$ cat src/rtl/mem_arb_pkg.sv
// Shared types for the I/D-cache memory port arbiter.
// FSM state encoding, grant IDs and the round-robin pick helper.
package mem_arb_pkg;

    typedef enum logic [1:0] {
        IDLE  = 2'd0,
        GNT_I = 2'd1,
        GNT_D = 2'd2
    } arb_state_e;

    typedef logic gnt_id_t;

    localparam gnt_id_t GNT_ID_I = 1'b0;
    localparam gnt_id_t GNT_ID_D = 1'b1;

    // D wins when alone, or on a conflict when I was granted last.
    function automatic gnt_id_t pick_grant(
        input logic    i_req,
        input logic    d_req,
        input gnt_id_t last
    );
        if (d_req && (!i_req || last == GNT_ID_I)) begin
            return GNT_ID_D;
        end
        return GNT_ID_I;
    endfunction

endpackage

$ cat src/rtl/mem_arb_watchdog.sv
// Saturating grant watchdog for the memory port arbiter.
// expired flags the cycle whose edge brings the count to TIMEOUT.
module mem_arb_watchdog #(
    parameter int unsigned TIMEOUT = 255
) (
    input  logic clk,
    input  logic rst,
    input  logic clear,
    input  logic enable,
    output logic expired
);

    localparam int unsigned CW = (TIMEOUT > 0) ? $clog2(TIMEOUT + 1) : 1;
    localparam logic [CW-1:0] MAX = CW'(TIMEOUT);

    logic [CW-1:0] count_q;
    logic [CW-1:0] count_d;

    always_comb begin
        count_d = count_q;
        if (clear) begin
            count_d = '0;
        end else if (enable && count_q != MAX) begin
            count_d = count_q + 1'b1;
        end
    end

    always_ff @(posedge clk) begin
        if (rst) begin
            count_q <= '0;
        end else begin
            count_q <= count_d;
        end
    end

    assign expired = enable && (count_d == MAX);

endmodule

$ cat src/rtl/mem_port_arbiter.sv
// Shares one line-wide memory port between the I-cache and D-cache.
// One transaction in flight, round-robin on conflict, sticky watchdog error.
module mem_port_arbiter
    import mem_arb_pkg::*;
#(
    parameter int unsigned ADDR_W  = 28,
    parameter int unsigned DATA_W  = 128,
    parameter int unsigned TIMEOUT = 255
) (
    input  logic              clk,
    input  logic              rst,
    input  logic              i_read,
    input  logic [ADDR_W-1:0] i_addr,
    output logic [DATA_W-1:0] i_rdata,
    output logic              i_ready,
    input  logic              d_read,
    input  logic              d_write,
    input  logic [ADDR_W-1:0] d_addr,
    input  logic [DATA_W-1:0] d_wdata,
    output logic [DATA_W-1:0] d_rdata,
    output logic              d_ready,
    output logic              mem_read,
    output logic              mem_write,
    output logic [ADDR_W-1:0] mem_addr,
    output logic [DATA_W-1:0] mem_wdata,
    input  logic [DATA_W-1:0] mem_rdata,
    input  logic              mem_ready,
    output logic              err
);

    arb_state_e        state_q, state_d;
    gnt_id_t           last_q, last_d;
    logic              rd_q, rd_d;
    logic              wr_q, wr_d;
    logic [ADDR_W-1:0] addr_q, addr_d;
    logic [DATA_W-1:0] wdata_q, wdata_d;
    logic              err_q, err_d;

    logic    d_req;
    gnt_id_t gnt_pick;
    logic    wd_clear;
    logic    wd_en;
    logic    wd_expired;

    assign d_req    = d_read || d_write;
    assign gnt_pick = pick_grant(i_read, d_req, last_q);

    mem_arb_watchdog #(
        .TIMEOUT(TIMEOUT)
    ) u_watchdog (
        .clk    (clk),
        .rst    (rst),
        .clear  (wd_clear),
        .enable (wd_en),
        .expired(wd_expired)
    );

    always_ff @(posedge clk) begin
        if (rst) begin
            state_q <= IDLE;
            last_q  <= GNT_ID_I;
            rd_q    <= 1'b0;
            wr_q    <= 1'b0;
            addr_q  <= '0;
            wdata_q <= '0;
            err_q   <= 1'b0;
        end else begin
            state_q <= state_d;
            last_q  <= last_d;
            rd_q    <= rd_d;
            wr_q    <= wr_d;
            addr_q  <= addr_d;
            wdata_q <= wdata_d;
            err_q   <= err_d;
        end
    end

    always_comb begin
        state_d  = state_q;
        last_d   = last_q;
        rd_d     = rd_q;
        wr_d     = wr_q;
        addr_d   = addr_q;
        wdata_d  = wdata_q;
        err_d    = err_q;
        wd_clear = 1'b0;
        unique case (state_q)
            IDLE: begin
                if (i_read || d_req) begin
                    wd_clear = 1'b1;
                    last_d   = gnt_pick;
                    if (gnt_pick == GNT_ID_D) begin
                        // A simultaneous read and write is a write.
                        state_d = GNT_D;
                        rd_d    = d_read && !d_write;
                        wr_d    = d_write;
                        addr_d  = d_addr;
                        wdata_d = d_wdata;
                    end else begin
                        state_d = GNT_I;
                        rd_d    = 1'b1;
                        wr_d    = 1'b0;
                        addr_d  = i_addr;
                        wdata_d = '0;
                    end
                end
            end
            GNT_I, GNT_D: begin
                if (mem_ready) begin
                    state_d = IDLE;
                    rd_d    = 1'b0;
                    wr_d    = 1'b0;
                end else if (wd_expired) begin
                    state_d = IDLE;
                    rd_d    = 1'b0;
                    wr_d    = 1'b0;
                    err_d   = 1'b1;
                end
            end
            default: begin
                state_d = IDLE;
                rd_d    = 1'b0;
                wr_d    = 1'b0;
            end
        endcase
    end

    // Ready is masked by rst so an abandoned grant never completes.
    always_comb begin
        i_ready = !rst && mem_ready && (state_q == GNT_I);
        d_ready = !rst && mem_ready && (state_q == GNT_D);
        wd_en   = (state_q != IDLE) && !mem_ready;
        i_rdata = mem_rdata;
        d_rdata = mem_rdata;
    end

    assign mem_read  = rd_q;
    assign mem_write = wr_q;
    assign mem_addr  = addr_q;
    assign mem_wdata = wdata_q;
    assign err       = err_q;

endmodule

$ cat config.mk
export PLATFORM = sky130hd
export DESIGN_NAME = mem_port_arbiter
export DESIGN_NICKNAME = d
export VERILOG_FILES = /design/src/rtl/mem_arb_pkg.sv /design/src/rtl/mem_arb_watchdog.sv /design/src/rtl/mem_port_arbiter.sv
export SDC_FILE = /design/constraint.sdc
export NUM_CORES = 1
export LEC_CHECK = 0
export ABC_AREA = 1
export BUFFER_PORTS_ARGS = -buffer_cell sky130_fd_sc_hd__buf_2
export CORE_AREA = 2 2 282 284
export CTS_CLUSTER_SIZE = 20
export DETAILED_ROUTE_END_ITERATION = 10
export DIE_AREA = 0 0 284 286
export MAX_ROUTING_LAYER = met4
export SETUP_SLACK_MARGIN = 0.02
export SLEW_MARGIN = 20
export SYNTH_ARGS = -nofsm -noshare
export SYNTH_HDL_FRONTEND = slang
export SYNTH_HIERARCHICAL = 1
export SYNTH_SLANG_ARGS = --single-unit
$ cat constraint.sdc
create_clock -name clk -period 2.7 [get_ports clk]
set_input_delay 0.27 -clock clk [delete_from_list [all_inputs] [get_ports clk]]
set_output_delay 0.27 -clock clk [all_outputs]
set_load 0.01 [all_outputs]
==> results of run 1 <==
==> cell usage after synthesis, drive strengths merged <==
cell	number	area [µm²]
nand2	347	1320
buf	294	2140
dfxtp	170	3400
a21oi	159	807
inv	74	278
nand3	67	335
nor2	35	156
clkbuf	22	82.6
ha	4	50.1
nor3	3	15.0
and3	2	12.5
nand3b	2	15.0
nand4	2	12.5
o21ai	1	8.76
o21bai	1	7.51
==> layer usage <==
metal and track usage, %:
met1 9.01, met2 12.4, met3 3.86, met4 7.07
met5 -
==> kinds of logic after synthesis <==
family	after synthesis	share of synthesized area, %
flip-flops	170	39.4
buffers and inverters	390	29.0
AND/OR/NAND/NOR	458	21.5
adder cells (fa/ha/maj)	4	0.579
AO/OA/AOI/OAI	161	9.53
==> repair_timing <==
action,in CTS,in global routing
endpoints found under the hold margin,104,0
endpoints found under the setup margin,0,4
resized for setup,0,1
hold buffers,104,0
==> per-stage QoR <==
stage               utilization, %  hold slack (ps)
floorplan                        -              405
CTS                           14.5             4.06
detailed placement            12.3              440
global route                  14.5             39.1
global placement              12.3              439
==> flow_metrics.env, run 1 <==
export IMPL_globalRoute_totalOverflow=0
export IMPL_cts_buffers=17
export IMPL_ys_warn_count=6
export IMPL_start_util_pct=11.0
export IMPL_status="stopped before the end"
export IMPL_grt_pass1_vias=7753
export IMPL_yosysSeqAreaShare_pct=39.4
export IMPL_worstEndpointType="sequential cell input"
export IMPL_syn_inst=1183
export IMPL_synth_avg_cell_area_um2=7.30
export IMPL_cts_root_buf="clkbuf_16"
export IMPL_dpl_worst_slack_ps=307
export IMPL_die_w_um=284
export IMPL_place_area_mm2=0.00965
export IMPL_cts_htree_levels=4
export IMPL_yosysUniqueCellTypes=23
export IMPL_grt_antenna_before_repair=3
export IMPL_dpl_hpwl_um=25600
export IMPL_synth_fp_nets=1505
export IMPL_die_y_um=286
export IMPL_io_buffers=350
export IMPL_crit_endpoint="state_q[0]$_SDFFE_PP0P_/D"
export IMPL_syn_area_mm2=0.00864
export IMPL_failing_step="detailed routing"
export IMPL_grt_pass1_wl_um=49200
export IMPL_grt_max_degree=123
export IMPL_cts_buffer_depth=2
export IMPL_grt_usage_pct=8.59
export IMPL_stop_error="[ERROR DRT-0255] Maze Route cannot find path of net mem_rdata[1] in worker of routeBox ( 241500 96600 ) ( 284000 144900 )."
export IMPL_io_pins=735
export IMPL_post_cts_setup_buffers=0
export IMPL_gp_congestion=0.727
export IMPL_std_cell_rows=103
export IMPL_clock_sinks=170
export IMPL_ys_ff_latch=170
export IMPL_placed_cells_incl_taps=2279
==> run 2, diff against run 1 <==
--- a/config.mk
+++ b/config.mk
@@ -7,12 +7,10 @@
 export LEC_CHECK = 0
 export ABC_AREA = 1
 export BUFFER_PORTS_ARGS = -buffer_cell sky130_fd_sc_hd__buf_2
-export CORE_AREA = 2 2 282 284
-export CTS_CLUSTER_SIZE = 20
+export CORE_AREA = 2 2 283 285
 export DETAILED_ROUTE_END_ITERATION = 10
-export DIE_AREA = 0 0 284 286
-export MAX_ROUTING_LAYER = met4
-export SETUP_SLACK_MARGIN = 0.02
+export DIE_AREA = 0 0 285 287
+export PLACE_DENSITY_LB_ADDON = 0.15
 export SLEW_MARGIN = 20
 export SYNTH_ARGS = -nofsm -noshare
 export SYNTH_HDL_FRONTEND = slang
==> flow_metrics.env, run 2 <==
export IMPL_yosysUniqueCellTypes=23
export IMPL_max_vdd_ir_drop_mv=0.390
export IMPL_arrival_ps=2710
export IMPL_pwr_share_comb_pct=26.4
export IMPL_min_path_type="input pin to register"
export IMPL_yosys_cell_count_top_type="nand2_1"
export IMPL_area_growth_pct=33.6
export IMPL_cts_htree_levels=4
export IMPL_synth_fp_nets=1505
export IMPL_dpl_worst_slack_ps=283
export IMPL_core_mm2=0.0786
export IMPL_syn_area_mm2=0.00864
export IMPL_seqPwrFrac_pct=39.1
export IMPL_worst_path_max_fanout=5
export IMPL_max_stage_delay_ps=360
export IMPL_io_buffers=350
export IMPL_syn_inst=1183
export IMPL_finalCritPeriodShare_pct=88.0
export IMPL_dpl_hpwl_um=24400
export IMPL_die_y_um=287
export IMPL_yosysSeqAreaShare_pct=39.4
export IMPL_ys_ff_latch=170
export IMPL_drive_gt1_share_pct=29.6
export IMPL_crit_end="mem_write"
export IMPL_cp_num_cells=16
export IMPL_cts_root_buf="clkbuf_16"
export IMPL_cts_buffer_depth=2
export IMPL_cts_buffers=17
export IMPL_synth_avg_cell_area_um2=7.30
export IMPL_largest_reg_flops=128
export IMPL_stdcell_count=2439
export IMPL_path_buf_inv=1
export IMPL_path_class="register to register"
export IMPL_grt_antenna_before_repair=2
export IMPL_max_freq_mhz=421
export IMPL_crit_path_top_delay_cell="dfxtp_1"
export IMPL_power_internal_mw=4.94
export IMPL_start_util_pct=11.0
export IMPL_grt_max_degree=166
export IMPL_dieArea_mm2=0.0818
export IMPL_maxCapViolCount=0
export IMPL_antenna_left=0
export IMPL_critical_path_startpoint="state_q[0]"
export IMPL_yosys_area_top_type="dfxtp_1"
export IMPL_p_switching_mw=2.64
export IMPL_final_cell_mix="buf_2 (349), nand2_1 (342), dfxtp_1 (170)"
export IMPL_synth_edff_count=0
export IMPL_drtIter0Drc=266
export IMPL_grt_pass1_wl_um=48800
export IMPL_final_max_slew_violation_count=0
export IMPL_antennaDiodeCount=0
export IMPL_grt_usage_pct=7.95
export IMPL_critPathLaunchType="register"
export IMPL_netlist_top_cells_count="nand2_1 (342), buf_4 (262), dfxtp_1 (170), a21oi_1 (158), inv_1 (72)"
export IMPL_final_common_cell="buf_2"
export IMPL_place_area_mm2=0.00969
export IMPL_synth_area_leaders="dfxtp_1 (39%), buf_4 (23%), nand2_1 (15%), a21oi_1 (9.2%), nand3_1 (3.9%)"
export IMPL_gp_congestion=0.723
export IMPL_clkTransAtPathRegs_ps=70
export IMPL_final_area_mm2=0.0115
export IMPL_grt_pass1_vias=7910
export IMPL_timing_setup_tns_ps=0
export IMPL_worst_setup_path_end_kind="register"
export IMPL_synth_top_cell_area_share_pct=39.4
export IMPL_multi_input_area_mm2=0.00275
export IMPL_fin_nets=1698
export IMPL_skew_ps=15.3
export IMPL_tightestPinTransition_ps=975
export IMPL_path_delay_family="simple AND/OR/NAND/NOR gates"
export IMPL_placed_cells_incl_taps=2280
export IMPL_clock_sinks=170
export IMPL_relSlewSlack_pct=35.0
export IMPL_clock_latency_ps=480
export IMPL_post_route_min_period_ps=2380
export IMPL_setup_viol=0
export IMPL_leakage_nw=5.20
export IMPL_globalRoute_totalOverflow=0
export IMPL_path_cells="inv_1 > ha_1 > nor2_2 > nand2_2 > nor2_2 > nor2_1 > nor2_1 > nand3_1 > nor2_1 > nand3_1 > nor2_2 > nor2_1 > nand2_1 > nand2_1 > nand2_1 > a21oi_1"
export IMPL_status="finished clean"
export IMPL_hold_viol_final=0
export IMPL_reg2reg_slack_ps=320
export IMPL_vias=7770
export IMPL_layout_setup_ws_ps=323
export IMPL_cp_required_ps=3030
export IMPL_seq_area_mm2=0.00340
export IMPL_std_cell_rows=103
export IMPL_rsz0062_at_grt="false"
export IMPL_fin_util_pct=14.7
export IMPL_routed_wl_um=33500
export IMPL_cts_tree="done"
export IMPL_io_pins=735
export IMPL_switching_share_pct=34.8
export IMPL_cp_common_cell="nor2_1"
export IMPL_power_density_mw_per_mm2=657
export IMPL_drc=0
export IMPL_dr_pass1_iters=4
export IMPL_timing_rr_start="state_q[0]"
export IMPL_synth_flop_cell="dfxtp_1"
export IMPL_die_w_um=285
export IMPL_wl_per_cell_um=13.7
export IMPL_ys_warn_count=6
export IMPL_async_flop_share_pct=0
export IMPL_fillerInstances=9128
export IMPL_reg2reg_to="mem_write"
export IMPL_p_clk_share_pct=34.5
export IMPL_reg2reg_depth=16
export IMPL_avgViaCountPerCell=3.19
run 2: worst min-delay path by stage:
stage	slack, ps	cells after the start	startpoint	end
finish	60	3	i_addr[13]	mem_addr[13]
global route	60	3	d_wdata[93]	mem_wdata[93]
CTS	20	3	i_addr[13]	mem_addr[13]
detailed placement	450	2	mem_wdata[40]	mem_wdata[40]
global placement	450	2	mem_wdata[96]	mem_wdata[96]
floorplan	400	2	i_addr[13]	mem_addr[13]
run 2: power by group through the flow:
stage	registers, mW	logic (mW)	clock network [mW]
final	2.97	2.00	2.61
after global routing	3.01	2.24	2.87
after CTS	2.97	2.08	2.80
after detailed placement	3.03	1.93	0
after global placement	3.02	1.93	0
after floorplan	3.16	1.28	0
run 2: worst min-delay path, delay by kind of cell:
kind | cells | cell delay, ps
buffers and inverters | 1 | 110
AND/OR/NAND/NOR | 2 | 130
run 2: final cells by class:
cell class	instances	area share (%)
Clock buffer	19	3.92
Inverter	74	2.41
Timing Repair Buffer	490	27.8
Multi-Input combinational cell	623	23.8
Sequential cell	170	29.5
Tap cell	1050	11.4
Clock inverter	13	1.13
run 2: metrics by stage:
stage	hold slack, ps	power (mW)
final	58.7	7.58
after global routing	55.1	8.12
after CTS	19.4	7.85
after detailed placement	452	4.95
after global placement	448	4.95
after floorplan	405	4.44
run 2: timing repair:
action                                 4_1_cts  5_1_grt
setup endpoints to repair                    0        3
endpoints found under the hold margin      127        0
hold buffers                               127        0
setup buffers                                0        0
gates resized for setup                      0        1
run 2: logic make-up (layout without fill, tap and decap cells):
logic type / after synthesis / count (layout) / share of synthesized area [%]
buf+inv: 390 / 596 / 29.0
compound gates: 161 / 161 / 9.53
flops: 170 / 170 / 39.4
fa+ha+maj: 4 / 4 / 0.579
simple gates: 458 / 458 / 21.5
run 2: layer usage:
layer	vias up	part of all wire (%)	wire, µm	global-route usage, %
met5	-	0.033	11	0.523
met2	368	45	15200	12.5
li1	3822	-	-	-
met4	2	5.7	1920	5.82
met1	3446	39	12900	8.25
met3	132	10	3420	3.87
Note: power is estimated with default switching activity, not from simulation.
